===== src/rtl/fetch_unit.sv =====
// fetch_unit: instruction-fetch stage feeding the control decoder.
//
// Owns the PC and runs a req/ack handshake with a variable-latency
// instruction memory. The fetched word is held in an instruction
// register (IR) and offered to decode with a valid/ready handshake.
// Branch/jump redirects from the datapath squash any fetch in flight.
//
// Optional feature: define FETCH_TIMEOUT_EN to bound how long a request
// may wait for ack. When the bound expires the unit parks in S_ERR and
// raises a sticky fetch_err until rst. Without the macro the unit has no
// counter and no S_ERR, and fetch_err is tied low.
//
// Parameters:
//   PC_RESET        PC loaded on reset (bits [1:0] must be 0)
//   TIMEOUT_CYCLES  waiting cycles allowed before timeout (feature only)
//
// Ports:
//   clk, rst                  clock, synchronous active-high reset
//   imem_req/imem_addr        fetch request and word-aligned address
//   imem_ack/imem_rdata       memory response, data valid with ack
//   redirect_en/redirect_pc   taken branch/jump and its target
//   id_ready                  decode consumes the current instruction
//   inst_valid/inst_word      IR holds an unconsumed instruction / IR
//   inst/func                 opcode [31:26] and function [5:0] of IR
//   pc_out/pc_plus4           address of the IR instruction and +4
//   fetch_err                 sticky fetch timeout flag
//
// state   | meaning
// --------+-----------------------------------------------------------
// S_REQ   | request outstanding at imem_addr, waiting for imem_ack
// S_VALID | IR holds an instruction offered to decode
// S_ERR   | fetch timed out; parked until rst (FETCH_TIMEOUT_EN only)

module fetch_unit #(
  parameter logic [31:0] PC_RESET       = 32'h0000_0000,
  parameter int unsigned TIMEOUT_CYCLES = 16
) (
  input  logic        clk,
  input  logic        rst,
  output logic        imem_req,
  output logic [31:0] imem_addr,
  input  logic        imem_ack,
  input  logic [31:0] imem_rdata,
  input  logic        redirect_en,
  input  logic [31:0] redirect_pc,
  input  logic        id_ready,
  output logic        inst_valid,
  output logic [31:0] inst_word,
  output logic [5:0]  inst,
  output logic [5:0]  func,
  output logic [31:0] pc_out,
  output logic [31:0] pc_plus4,
  output logic        fetch_err
);

  typedef enum logic [1:0] {
    S_REQ   = 2'd0,
    S_VALID = 2'd1
`ifdef FETCH_TIMEOUT_EN
    , S_ERR = 2'd2
`endif
  } state_e;

  state_e      state_q, state_d;
  logic [31:0] pc_q, pc_d;
  logic [31:0] ir_q, ir_d;
  logic [31:0] pc_out_q, pc_out_d;
  // kill_q marks the outstanding request as stale after a redirect;
  // addr_q keeps that stale address on the bus until its ack arrives,
  // while pc_q already tracks the newest redirect target.
  logic        kill_q, kill_d;
  logic [31:0] addr_q, addr_d;
  logic [31:0] redirect_target;

`ifdef FETCH_TIMEOUT_EN
  localparam int unsigned TMO_W = $clog2(TIMEOUT_CYCLES + 1);
  localparam logic [TMO_W-1:0] TMO_LOAD = TMO_W'(TIMEOUT_CYCLES);

  // Down-counter of waiting cycles left; reloaded whenever not waiting.
  logic [TMO_W-1:0] tmo_q, tmo_d;
  logic             err_q, err_d;
`endif

  // Inputs intentionally ignored (low target bits are forced to zero).
  logic unused_bits;
`ifdef FETCH_TIMEOUT_EN
  assign unused_bits = ^redirect_pc[1:0];
`else
  assign unused_bits = ^{redirect_pc[1:0], TIMEOUT_CYCLES};
`endif

  assign redirect_target = {redirect_pc[31:2], 2'b00};

  always_ff @(posedge clk) begin
    if (rst) begin
      state_q  <= S_REQ;
      pc_q     <= PC_RESET;
      ir_q     <= '0;
      pc_out_q <= PC_RESET;
      kill_q   <= 1'b0;
      addr_q   <= PC_RESET;
`ifdef FETCH_TIMEOUT_EN
      tmo_q    <= TMO_LOAD;
      err_q    <= 1'b0;
`endif
    end else begin
      state_q  <= state_d;
      pc_q     <= pc_d;
      ir_q     <= ir_d;
      pc_out_q <= pc_out_d;
      kill_q   <= kill_d;
      addr_q   <= addr_d;
`ifdef FETCH_TIMEOUT_EN
      tmo_q    <= tmo_d;
      err_q    <= err_d;
`endif
    end
  end

  always_comb begin
    state_d  = state_q;
    pc_d     = pc_q;
    ir_d     = ir_q;
    pc_out_d = pc_out_q;
    kill_d   = kill_q;
    addr_d   = addr_q;
`ifdef FETCH_TIMEOUT_EN
    tmo_d    = TMO_LOAD;
    err_d    = err_q;
`endif

    unique case (state_q)
      S_REQ: begin
        if (redirect_en) begin
          pc_d = redirect_target;
          if (imem_ack) begin
            // Response belongs to the pre-redirect path: drop it.
            kill_d = 1'b0;
          end else begin
            // First redirect freezes the bus address; later ones only
            // move pc_q, so a single discard stays pending.
            if (!kill_q) addr_d = pc_q;
            kill_d = 1'b1;
          end
        end else if (imem_ack) begin
          if (kill_q) begin
            kill_d = 1'b0;
          end else begin
            ir_d     = imem_rdata;
            pc_out_d = pc_q;
            state_d  = S_VALID;
          end
        end
`ifdef FETCH_TIMEOUT_EN
        else if (tmo_q == TMO_W'(1)) begin
          state_d = S_ERR;
          err_d   = 1'b1;
        end else begin
          tmo_d = tmo_q - TMO_W'(1);
        end
`endif
      end

      S_VALID: begin
        if (redirect_en) begin
          pc_d    = redirect_target;
          state_d = S_REQ;
        end else if (id_ready) begin
          pc_d    = pc_plus4;
          state_d = S_REQ;
        end
      end

`ifdef FETCH_TIMEOUT_EN
      S_ERR: state_d = S_ERR;
`endif

      default: state_d = S_REQ;
    endcase
  end

  assign imem_req   = (state_q == S_REQ) & ~rst;
  assign imem_addr  = kill_q ? addr_q : pc_q;
  assign inst_valid = (state_q == S_VALID) & ~rst;
  assign inst_word  = ir_q;
  assign inst       = ir_q[31:26];
  assign func       = ir_q[5:0];
  assign pc_out     = pc_out_q;
  assign pc_plus4   = pc_out_q + 32'd4;

`ifdef FETCH_TIMEOUT_EN
  assign fetch_err  = err_q & ~rst;
`else
  assign fetch_err  = 1'b0;
`endif

endmodule


===== config.mk =====
export PLATFORM = sky130hd
export DESIGN_NAME = fetch_unit
export DESIGN_NICKNAME = d
export VERILOG_FILES = /design/src/rtl/fetch_unit.sv
export SDC_FILE = /design/constraint.sdc
export NUM_CORES = 1
export LEC_CHECK = 0
export BUFFER_PORTS_ARGS = -buffer_cell sky130_fd_sc_hd__buf_2
export CORE_UTILIZATION = 30
export CTS_CLUSTER_DIAMETER = 150
export DETAILED_ROUTE_END_ITERATION = 10
export PLACE_DENSITY = 0.63
export SYNTH_ARGS = -nofsm -noshare
export SYNTH_HDL_FRONTEND = slang
export SYNTH_SLANG_ARGS = --single-unit
export TNS_END_PERCENT = 30

===== constraint.sdc =====
create_clock -name clk -period 2.1 [get_ports clk]
set_clock_uncertainty 0.05 [all_clocks]
set_input_delay 0.21 -clock clk [delete_from_list [all_inputs] [get_ports clk]]
set_output_delay 0.21 -clock clk [all_outputs]
set_load 0.05 [all_outputs]

Word level (Yosys, flattened, before mapping):

Cells that the tools add are included.

* register bits after elaboration: 131
* output and inout port bits: 143
* logic and storage cells: 41

* add/sub/neg operators: 1
* equal/unequal tests: 6
* multiplexer cells: 14
* bitwise gates (word level): 6
* reduce and logical (&&, ||, !) cells: 8

Operators with widths (count)
* $mux 32: 4
* $pmux 32 s2: 1
* $add 32x3->32 const B: 1
* $mux 2: 5
* $ne 2x2->1 const B: 4
* $reduce_and 4->1: 2
* $reduce_and 3->1: 2
* $not 1->1: 4
* $pmux 2 s2: 1
* $reduce_bool 2->1: 2
* $mux 1: 3
* $ne 3x3->1 const B: 1
* $and 1x1->1: 2
* $eq 2x1->1 const B: 1
* $logic_not 2->1: 1
* $reduce_and 2->1: 1

Longest topological paths before layout:

* word-level depth: 4
* depth in mapped cells: 8
* depth with buffers taken out: 6

Worst setup path after synthesis:

Ideal clock, no wire load.

* path type: register to register
* from: register pc_out_q[2] (netlist: pc_out[2])
* to: register pc_q[12]
* setup time: 0.079 ns
* data arrival time: 2.796 ns
* required time: 1.971 ns
* setup slack: -0.825 ns
* stages on the path, launching flop included: 7
* path buffers: 0
* clock period less this slack: 2.925 ns
* cell sequence: dfxtp_1 -> ha_1 -> nand3_2 -> or3_1 -> xnor2_1 -> o22ai_1 -> nor3_1

* word-level cells in the longest chain between the ends: 4

RTL lines
* start: declaration: RTL line 67 `logic [31:0] pc_out_q, pc_out_d;`
* start signal: assignment: RTL line 110 `pc_out_q <= pc_out_d;`
* $add 32x3->32: RTL line 189 `assign pc_plus4 = pc_out_q + 32'd4;`
* via pc_plus4[12]: RTL line 52 `output logic [31:0] pc_plus4,`
* $mux 32: RTL line 168 `end else if (id_ready) begin`
* $mux 32: RTL line 165 `if (redirect_en) begin`
* $pmux 32 s2: RTL line 132 `unique case (state_q)`
* end signal: assignment: RTL line 108 `pc_q <= pc_d;`
* end: declaration: RTL line 65 `logic [31:0] pc_q, pc_d;`

The timed path passes the listed nets, and every way through them passes these cells. The select of a mux whose other input is x is not followed.
A chain may end at the register's enable or synchronous reset.

Final worst setup path:

* from: register pc_out_q[7] (netlist: pc_out[7])
* to: output pc_plus4[30]

* word-level cells in the longest chain between the ends: 1

RTL lines (RTL line)
* $add 32x3->32: 189
* end: declaration: 52

No other way between the ends.

==> flow_summary.toml <==
[status]
status = "finished with violations"
failed_checks = "setup timing"

[floorplan]
die_w_microns = 144.0
die_h_microns = 144.0
num_rows = 51
start_util_pct = 30.87
die_area_sq_um = 20730
core-area_sq_um = 19590
pin_count = 212

[setup_path]
cp.required_ns = 1.84
crit_start = "pc_out[7]"
worstReg2RegStart = "pc_out[7]"
cp-end-kind = "primary output"
crit_buf_inv = 1
critPathMaxStageDelay_ns = 0.47
crit_family = "simple AND/OR/NAND/NOR gates"
cp_max_fo = 6
path_cells = "nand4_1 -> or3_4 -> nor3_4 -> xor2_4 -> buf_6"
arrival_ns = 2.08
critical_path_class = "reg -> out"
cp-start-kind = "flop"
slowest_stage = "or3_4"

[cts]
path_clk_slew_ns = 0.06
cts_sinks = 130
root_buffer = "clkbuf_16"
cts_tree = "yes"
clock_latency_ns = 0.42
cts-buffers-inserted = 17
clock_path_buffers = 2
htree_num_levels = 4

[timing]
post-route-period-util_pct = 111.4
max_slew_margin_pct = 66.07
setup_viol = 22
period_minus_slack_ns = 2.339
worstMarginPinSlew_ns = 0.5077
rsz0062_at_grt = "yes"
setup_slack_ns = -0.2393
fmax_mhz = 427.5
final_max_slew_viol_count = 0
finalHoldViolations = 0

[layout]
design_area_sq_um = 9284
area_growth_pct = 53.53
num-nets-final = 1062
drive_above_1_share_pct = 41.49
num_antenna_cells = 0

[logic_synthesis]
syn_area_per_cell_sq_um = 8.216
ys.flop_type = "dfxtp_1"
synth_top_area_cell = "dfxtp_1"
post-synth-top-area-fraction_pct = 43.04
synth-seq-area-share_pct = 43.04
synth_nets = 806
ys_seq_elements = 130
ys_warn_count = 0
synth_edf_count = 0
postSynthCellCount = 736
ys_async_sr_fraction_pct = 0
syn_area_sq_um = 6047
yosys.cell_types.count = 56
synth.area.top_cells = "dfxtp_1 (43%), nand2_1 (9.7%), a21oi_1 (7.0%), mux2_2 (6.0%), mux2i_1 (5.6%)"

[run]
cap_viol_max_count = 0

[power_and_ir_drop]
power.leakage_nw = 4.193
cellPowerDensity_nw_per_um2 = 722.2
ir_drop_v = 0.0006027

[global_route]
antenna_found_initial = 0
grt_start_max_net_pins = 44
grt_pass1_wl_microns = 30010
grt_use_total_pct = 19.11
grt_overflow = 0
grt_pass1_vias = 5625

[placement]
placed_area_sq_um = 7973
io_buffers = 208
pre_cts_ws_ns = -0.01241
place.gp.congestion = 0.7971
dp_hpwl_microns = 13360

[hold_path]
min-delay-path-class = "in -> reg"
hold_start = "redirect_pc[20]"

[detailed_routing]
wl_per_cell_microns = 15.62
firstDrtPassIters = 5
vias_per_cell = 4.779
dr_total_vias = 6069
routed_wl_microns = 19830
drt_iter0_drc = 281
drc = 0
drtAntennaViolNets = 0
-- stage by stage --
| step | TNS [ns] | std cells | utilization [%] | total power, mW | hold slack (ns) |
|---|---|---|---|---|---|
| after floorplan | -0.9190 | 736 | - | 3.493 | 0.2601 |
| after global placement | 0 | 1197 | 40.70 | 3.810 | 0.3890 |
| after detailed placement | -0.01241 | 1197 | 40.70 | 3.817 | 0.3931 |
| after CTS | -3.052 | 1268 | 46.92 | 6.777 | 0.01300 |
| after global routing | -4.253 | 1270 | 47.39 | 6.978 | 0.03391 |
| final | -2.316 | 1270 | 47.39 | 6.705 | 0.02685 |
-- state kept, by name, summed over array words and instances (netlist names) --
register,flops
addr_q,32
inst_word,32
kill_q,1
pc_out,32
pc_q,32
state_q,1
-- cells by family after synthesis --
group	synth area share, %
flip-flops	43.04
adder cells (fa/ha/maj)	0.2069
AO/OA/AOI/OAI	11.98
AND/OR/NAND/NOR	22.93
buffers and inverters	6.042
other	0.06201
multiplexers	11.59
XOR/XNOR	4.159
-- worst paths after layout --
| kind | endpoint | slack (ns) | cells after the start |
|---|---|---|---|
| max reg2reg | pc_q[30] | 0.23 | 6 |
| min reg2reg | inst_word[14] | 0.40 | 2 |
| min | pc_q[20] | 0.03 | 3 |
| max | pc_plus4[30] | -0.24 | 5 |
-- cells in the mapped netlist (3+ instances only) --
master and count:
and4_1 5, nor4_1 5, or3_1 4, o21ai_0 7, clkbuf_1 33, a21oi_1 85, o211ai_1 4, dfxtp_1 130
mux2_2 32, xnor2_1 12, mux2i_1 34, xor2_1 13, inv_1 12, nor2_1 76, buf_1 13, nand3_1 8
o21a_1 7, nand3b_1 3, and3_1 4, nand4_1 12, a221oi_1 7, buf_2 6, nand2_1 157, and2_1 4
nor3_1 8, nand2b_1 5, buf_4 15
-- power by group --
group,internal (mW),total [mW],switching [mW]
Combinational,0.402,1.20,0.795
Sequential,2.56,2.64,0.0774
Clock,1.67,2.87,1.20
Total,4.64,6.70,2.07
-- routing by layer --
metal | up-vias | share of wire (%) | wire length (microns) | GRT usage (%)
li1 | 2985 | - | - | -
met1 | 2855 | 44 | 8809 | 23.80
met2 | 207 | 48 | 9443 | 31.91
met3 | 22 | 6.3 | 1246 | 4.868
met4 | 0 | 1.7 | 333 | 6.495
met5 | - | 0 | 0 | 0
-- layout by cell type (no fill, tap or decap), types with 5 or more instances in the layout --
| cell type | count |
|---|---|
| buf_2 | 182 |
| nand2_1 | 156 |
| dfxtp_1 | 105 |
| a21oi_1 | 85 |
| nor2_1 | 73 |
| buf_4 | 52 |
| mux2i_1 | 34 |
| dlygate4sd3_1 | 34 |
| mux2_2 | 32 |
| buf_6 | 27 |
| clkbuf_16 | 17 |
| dfxtp_2 | 16 |
| nand4_1 | 12 |
| inv_1 | 12 |
| xnor2_4 | 9 |
| dfxtp_4 | 9 |
| buf_12 | 8 |
| xor2_2 | 7 |
| o21a_1 | 7 |
| a221oi_1 | 7 |
| o21ai_0 | 7 |
| nand3_1 | 6 |
| nor3_1 | 6 |
| nand2b_1 | 5 |
-- worst reg2reg max path: stages, from the launching register on --
cell and delay, ns:
dfxtp_4 0.37, nand4_1 0.18, or3_4 0.47, nor3_4 0.25
xor2_4 0.12, buf_4 0.15, o21a_1 0.17
-- repair_timing --
action / CTS / global route
gates resized for setup: 63 / 25
hold buffers: 34 / 0
endpoints found under the hold margin: 34 / 0
setup endpoints to repair: 23 / 25
pin swaps: 16 / 20
buffers inserted: 5 / 2
cloned: 0 / 0
-- layout make-up --
class                           count  area (sq um)
Tap cell                          265         331.6
Inverter                           12         45.04
Clock inverter                     14         128.9
Timing Repair Buffer              305          2136
Sequential cell                   130          2656
Clock buffer                       18         439.2
Multi-Input combinational cell    526          3547
Fill cell                        1904         10310
(Power assumes the default switching activity.)
